File: config.mk
export PLATFORM = sky130hd
export DESIGN_NAME = fetch_stage
export DESIGN_NICKNAME = d
export VERILOG_FILES = /design/src/rtl/fetch_stage.sv
export SDC_FILE = /design/constraint.sdc
export NUM_CORES = 1
export LEC_CHECK = 0
export ABC_AREA = 1
export CAP_MARGIN = 15
export CORE_MARGIN = 2
export CORE_UTILIZATION = 43
export CTS_BUF_LIST = sky130_fd_sc_hd__clkbuf_8
export DETAILED_ROUTE_END_ITERATION = 16
export HOLD_SLACK_MARGIN = 0.15
export MAX_ROUTING_LAYER = met4
export PLACE_DENSITY = 0.76
export SKIP_LAST_GASP = 1
export SYNTH_ARGS = -nofsm -noshare
export SYNTH_HDL_FRONTEND = slang
export SYNTH_SLANG_ARGS = --single-unit
File: constraint.sdc
create_clock -name clk -period 3.1 [get_ports clk]
set_input_delay 0.62 -clock clk [delete_from_list [all_inputs] [get_ports clk]]
set_output_delay 0.62 -clock clk [all_outputs]
set_load 0.005 [all_outputs]
File: src/rtl/fetch_stage.sv
// RV32I instruction-fetch stage: owns the PC, drives the synchronous-read
// instruction memory address and pairs the returned word with its PC.
//
// Ports:
//   clk, rst            clock, asynchronous active-high reset
//   stall_i             decode cannot accept; hold the current IF output
//   redirect_i          EX taken branch/jump; refetch from redirect_pc_i
//   redirect_pc_i       redirect target byte address
//   imem_addr_o         word address to instruction memory (combinational)
//   imem_instr_i        memory read data, valid one cycle after the address
//   if_instr_o          instruction to decode (NOP when not valid)
//   if_pc_o             byte PC of if_instr_o
//   if_pc_plus4_o       if_pc_o + 4 (link value)
//   if_valid_o          if_instr_o is a real fetched instruction
//   misalign_o          sticky: some redirect target had pc[1:0] != 0
//   fetch_count_o       fetches issued since reset
module fetch_stage #(
  parameter int                ADDR_W    = 4,
  parameter int                XLEN      = 32,
  parameter logic [XLEN-1:0]   RESET_PC  = '0,
  parameter logic [XLEN-1:0]   NOP_INSTR = 32'h0000_0013
) (
  input  logic              clk,
  input  logic              rst,
  input  logic              stall_i,
  input  logic              redirect_i,
  input  logic [XLEN-1:0]   redirect_pc_i,
  output logic [ADDR_W-1:0] imem_addr_o,
  input  logic [XLEN-1:0]   imem_instr_i,
  output logic [XLEN-1:0]   if_instr_o,
  output logic [XLEN-1:0]   if_pc_o,
  output logic [XLEN-1:0]   if_pc_plus4_o,
  output logic              if_valid_o,
  output logic              misalign_o,
  output logic [31:0]       fetch_count_o
);

  localparam logic [XLEN-1:0] FOUR = XLEN'(4);

  logic [XLEN-1:0] pc_q, pc_d;
  logic [XLEN-1:0] f_pc_q, f_pc_d;
  logic            f_valid_q, f_valid_d;
  logic            misalign_q, misalign_d;
  logic [31:0]     cnt_q, cnt_d;
  logic [XLEN-1:0] tgt;

  assign tgt = {redirect_pc_i[XLEN-1:2], 2'b00};

  // During a stall the displayed word is re-read so the memory's
  // output register keeps presenting the same instruction.
  always_comb begin
    imem_addr_o = pc_q[ADDR_W+1:2];
    if (redirect_i) begin
      imem_addr_o = redirect_pc_i[ADDR_W+1:2];
    end else if (stall_i) begin
      imem_addr_o = f_pc_q[ADDR_W+1:2];
    end
  end

  always_comb begin
    pc_d       = pc_q;
    f_pc_d     = f_pc_q;
    f_valid_d  = f_valid_q;
    misalign_d = misalign_q;
    cnt_d      = cnt_q;
    if (redirect_i) begin
      f_pc_d    = tgt;
      pc_d      = tgt + FOUR;
      f_valid_d = 1'b1;
      cnt_d     = cnt_q + 32'd1;
      if (redirect_pc_i[1:0] != 2'b00) begin
        misalign_d = 1'b1;
      end
    end else if (!stall_i) begin
      f_pc_d    = pc_q;
      pc_d      = pc_q + FOUR;
      f_valid_d = 1'b1;
      cnt_d     = cnt_q + 32'd1;
    end
  end

  always_ff @(posedge clk or posedge rst) begin
    if (rst) begin
      pc_q       <= RESET_PC;
      f_pc_q     <= RESET_PC;
      f_valid_q  <= 1'b0;
      misalign_q <= 1'b0;
      cnt_q      <= '0;
    end else begin
      pc_q       <= pc_d;
      f_pc_q     <= f_pc_d;
      f_valid_q  <= f_valid_d;
      misalign_q <= misalign_d;
      cnt_q      <= cnt_d;
    end
  end

  assign if_instr_o    = f_valid_q ? imem_instr_i : NOP_INSTR;
  assign if_pc_o       = f_pc_q;
  assign if_pc_plus4_o = f_pc_q + FOUR;
  assign if_valid_o    = f_valid_q;
  assign misalign_o    = misalign_q;
  assign fetch_count_o = cnt_q;

endmodule

======== After elaboration in Yosys (flattened, before gate mapping) ========
Cells that the tools add are included.
word-level totals
  register bits ........................... 98
  latch bits .............................. 0
  memory bits (writable) .................. 0
  memory bits (read-only) ................. 0
  input bits .............................. 68
  output and inout bits ................... 134
  logic and storage cells ................. 23
  memories ................................ 0
cells by class
  $add $sub $neg .......................... 4
  multiply operators ...................... 0
  divide/modulo/power cells ............... 0
  magnitude comparators ................... 0
  equality and inequality tests ........... 1
  shift operators ......................... 0
  mux-type cells .......................... 11
  bitwise logic cells ..................... 0
  reduce and logical (&&, ||, !) cells .... 2
operator list
  operator                                                                  number
  32-bit two-way mux                                                        7
  32-bit by 3-bit adder with 32-bit output (second input constant)          3
  32-bit by 1-bit adder with 32-bit output (second input constant)          1
  4-bit two-way mux                                                         2
  1-bit two-way mux                                                         2
  2-bit by 1-bit inequality test with 1-bit output (second input constant)  1
  2-bit AND reduction                                                       1
  2-bit nonzero test                                                        1

======== Depth between registers and ports, before layout ========
Gate-level depths: netlist of run 1.
  depth in word-level cells ............... 3
  gate-level depth with buffers ........... 13

======== Worst setup path after synthesis of run 1 ========
OpenSTA, ideal clock, no wires.
  path kind ............................... input to output
  start ................................... input port redirect_i
  end ..................................... output port imem_addr_o[1]
  arrival time ............................ 1,589 ps
  required time ........................... 2,480 ps
  slack ................................... 891 ps
  stages .................................. 8
  cell sequence ........................... buf_6 -> clkinv_4 -> nand2_1 -> inv_1 -> buf_2 -> clkbuf_1 -> nand2_1 -> nand2_1
on the way
  longest elaborated chain between the ends .. 1
RTL lines
  item                RTL line  text
  start: declaration  26        input logic redirect_i,
  4-bit two-way mux   53        if (redirect_i) begin
  end: declaration    28        output logic [ADDR_W-1:0] imem_addr_o,
No other way between the ends.

======== Worst setup path after layout of run 1 ========
  start ................................... register f_pc_q[8], in the netlist if_pc_o[8]
  end ..................................... output port if_pc_plus4_o[18]
on the way
  longest elaborated chain between the ends .. 1
RTL lines
  item                                      RTL line  text
  start: declaration                        41        logic [XLEN-1:0] f_pc_q, f_pc_d;
  start signal: assignment                  91        f_pc_q <= f_pc_d;
  32-bit by 3-bit adder with 32-bit output  100       assign if_pc_plus4_o = f_pc_q + FOUR;
  end: declaration                          32        output logic [XLEN-1:0] if_pc_plus4_o,
No other way between the ends.

==> reports/summary.txt, run 1 <==
top-count cell post-synth: nand2_1
Tmin final: 3.010 ns
largest net degree at the start of global routing: 71
Initial Util: 0.4428
Synth Area in Simple Gates: 0.3879
met3 WL post-DR: 1.052 mm
Post-Synth XOR/XNOR Area: 0.07664
DR WL/cell: 14.06 um
overall routed net length: 18.07 mm
main combinational cell family by area after synthesis: simple AND/OR/NAND/NOR gates
Sequential Power Share: 0.448
worst r2r src: pc_q[2]
fin nets: 1,173
CTS Buf Count: 9
Syn Inst Count: 898
Synth top area share: 0.3812
GRT Util Overall: 0.2385
Post-Route M1 WL: 7.916 mm
reg2reg end: pc_q[24]
Worst-Skew Late Latency: 0.38 ns
final hold viol count: 0
Slew HR: 0.5184
total number of vias: 6,328
DR vias/cell: 4.925
crit path to: if_pc_plus4_o[18]
main area contributors after synthesis: dfrtp_1, nand2_1, inv_1, xor2_1, nor2_1
hold_buf cts: 0
Crit path max-delay family: simple AND/OR/NAND/NOR gates
R2R depth: 10
internal power: 0.002374 W
compound-cell area share of the yosys netlist: 0.05089
pwr dens: 405.3 nW/um^2
worst-margin pin slew: 0.7225 ns
DRC errors left: 0
HPWL after DPL: 13.76 mm
EDFF count, synth: 0
top layer used by detailed routing: met4
Startpoint Class: flip-flop
proportion of synthesized area in mux cells: 0
overall power: 0.003503 W
Max Cap Violations: 0
HP Class: flip-flop to flip-flop
clock-pin slew on the worst setup and hold paths: 0.09 ns
status: complete, no violations
CP max stage cell: clkdlybuf4s50_1
unique cell type count in the Yosys netlist: 38
adder-cell share of the synthesized area: 0.006083
Post-synth top cells: nand2_1, inv_1, dfrtp_1
CP most frequent cell: nor2_2
largest area contributor in the netlist: dfrtp_1
worst path buffer plus inverter count: 2
initial DRC count: 452
die area: 15,330 um^2
core box area: 13,930 um^2
Crit Path Max Fanout: 5
Clock Power Share: 0.236
post-synth design cell area: 6171 um^2
Crit. Startpoint: if_pc_o[8]
CTS H-Tree Depth: 3
Final Max Slew Viols: 0
CP Data Arrival Time: 2.39 ns
drt pass-1 iters: 7
post-route setup TNS: 0 ns
routed length on met2: 8.757 mm
critical path depth in cells: 8
Final GP Congestion: 0.9719
Switching Share: 0.3222
Fillers: 1,278
Setup Crit Path Kind: flip-flop to primary output
post-synthesis sequential area ratio: 0.3812
CP cell instances: nand2_1, nor2_2, nand2_2, nor2_2, inv_1, nor3_4, xor2_1, clkdlybuf4s50_1
CTS tree: yes
initial antenna violation count: 0
clk buf depth: 2
Root Driver: clkbuf_8
# setup viols final: 0
grt total ovfl: 0
R2R setup slack: 1.37 ns
Storage cell area: 2360 um^2
YS warnings: 0
PortBufs: 197
num rows: 43
fmax: 332.2 MHz
ys async rst share: 1.000
syn avg cell area: 6.872 um^2
layout cells sized above 1: 0.08688
Clock Skew: 0.009066 ns
Die Wd: 123.8 um
Most used DFF post-synth: dfrtp_1
vias in the first global route: 5,576
Yosys reg bits: 94
Sw Pwr: 0.001129 W
first-pass GRT wire length: 27.75 mm
Antenna diodes: 0
final core utilization: 0.6203
DRT antenna net count: 0
peak supply drop: 0.4324 mV
Largest stage delay, worst path: 0.51 ns
# IOs: 202
Multi-input gate area: 3311 um^2
clock sinks: 94
CP Data Required Time: 2.48 ns
Pleak: 4.102 nW
Area growth syn-to-layout: 40.06%
CP Capture Type: primary output
combinational fraction of design power: 0.316
Die H: 123.8 um
Tcrit/Tclk final: 0.9710
==> flip-flops by register name, summed over array words and instances (netlist names) <==
| register | cells |
|---|---|
| fetch_count_o | 32 |
| if_pc_o | 30 |
| if_valid_o | 1 |
| misalign_o | 1 |
| pc_q | 30 |
==> layout by cell type, fill, tap and decap left out, drive strengths merged <==
cell type	instances
a22oi	1
buf	21
nand3	50
dfrtp	94
nor3	22
inv	108
o31ai	1
conb	4
clkbuf	10
clkinv	5
clkdlybuf4s50	197
and2	3
o21a	1
nor2	109
nand3b	4
nand2	349
a31oi	1
o21ai	30
o211ai	11
or2	3
xnor2	8
a21oi	3
xor2	46
bufinv	1
o21bai	2
nand4	18
ha	3
==> routing by layer <==
metal	track usage	vias up
li1	-	3181
met4	0.07244	0
met5	-	-
met3	0.03984	24
met2	0.3764	203
met1	0.3160	2920
==> worst min-delay path by stage <==
stage,startpoint,depth (start not counted),slack (ns),end
CTS,fetch_count_o[31],1,0.48,fetch_count_o[31]
finish,fetch_count_o[31],1,0.48,fetch_count_o[31]
global placement,misalign_o,1,0.46,misalign_o
detailed placement,pc_q[13],2,0.47,pc_q[13]
global route,misalign_o,1,0.49,misalign_o
floorplan,pc_q[3],2,0.44,pc_q[3]
==> area by class of cell <==
type | count | area share
well taps | 180 | 0.02606
flip-flops and latches | 94 | 0.2730
inverters | 110 | 0.04849
multi-input cells | 669 | 0.3830
clock inverters | 4 | 0.005646
clock buffers | 10 | 0.01592
repair buffers | 218 | 0.2478
==> metrics by stage <==
stage	area (um^2)	hold WS [ns]	instances	setup slack, ns
detailed placement	8299	0.4662	1261	0.1523
global route	8643	0.4941	1285	-0.03483
CTS	8507	0.4831	1276	-0.03084
global placement	8299	0.4608	1261	0.2002
finish	8643	0.4754	1285	0.08989
floorplan	6182	0.4422	901	0.03133
==> timing repair <==
| action | in CTS | in global routing |
|---|---|---|
| endpoints found under the setup margin | 5 | 13 |
| gates resized for setup | 3 | 18 |
| buffers inserted | 1 | 9 |
| pin swaps | 0 | 4 |
==> power by group through the flow <==
stage	logic [W]	clock network [W]	registers, W
final	0.00111	0.000827	0.00157
after global routing	0.00122	0.000903	0.00160
after CTS	0.00109	0.000851	0.00156
after detailed placement	0.00108	0	0.00158
after global placement	0.00106	0	0.00158
after floorplan	0.000496	0	0.00156
==> logic make-up (layout without fill, tap and decap cells) <==
kind of cell,count (synthesis),count (layout)
AND/OR/NAND/NOR,558,558
buffers and inverters,138,342
flip-flops,94,94
XOR/XNOR,54,54
AO/OA/AOI/OAI,50,50
adder cells (fa/ha/maj),3,3
other,1,4
Note: power is estimated with default switching activity, not from simulation.
==> run 2, diff against run 1 <==
--- a/config.mk
+++ b/config.mk
@@ -10,6 +10,7 @@
 export CORE_MARGIN = 2
 export CORE_UTILIZATION = 43
 export CTS_BUF_LIST = sky130_fd_sc_hd__clkbuf_8
+export CTS_CLUSTER_SIZE = 28
 export DETAILED_ROUTE_END_ITERATION = 16
 export HOLD_SLACK_MARGIN = 0.15
 export MAX_ROUTING_LAYER = met4
==> results of run 2 <==
No change in the layout: final DEF, timing and power equal those of run 1.
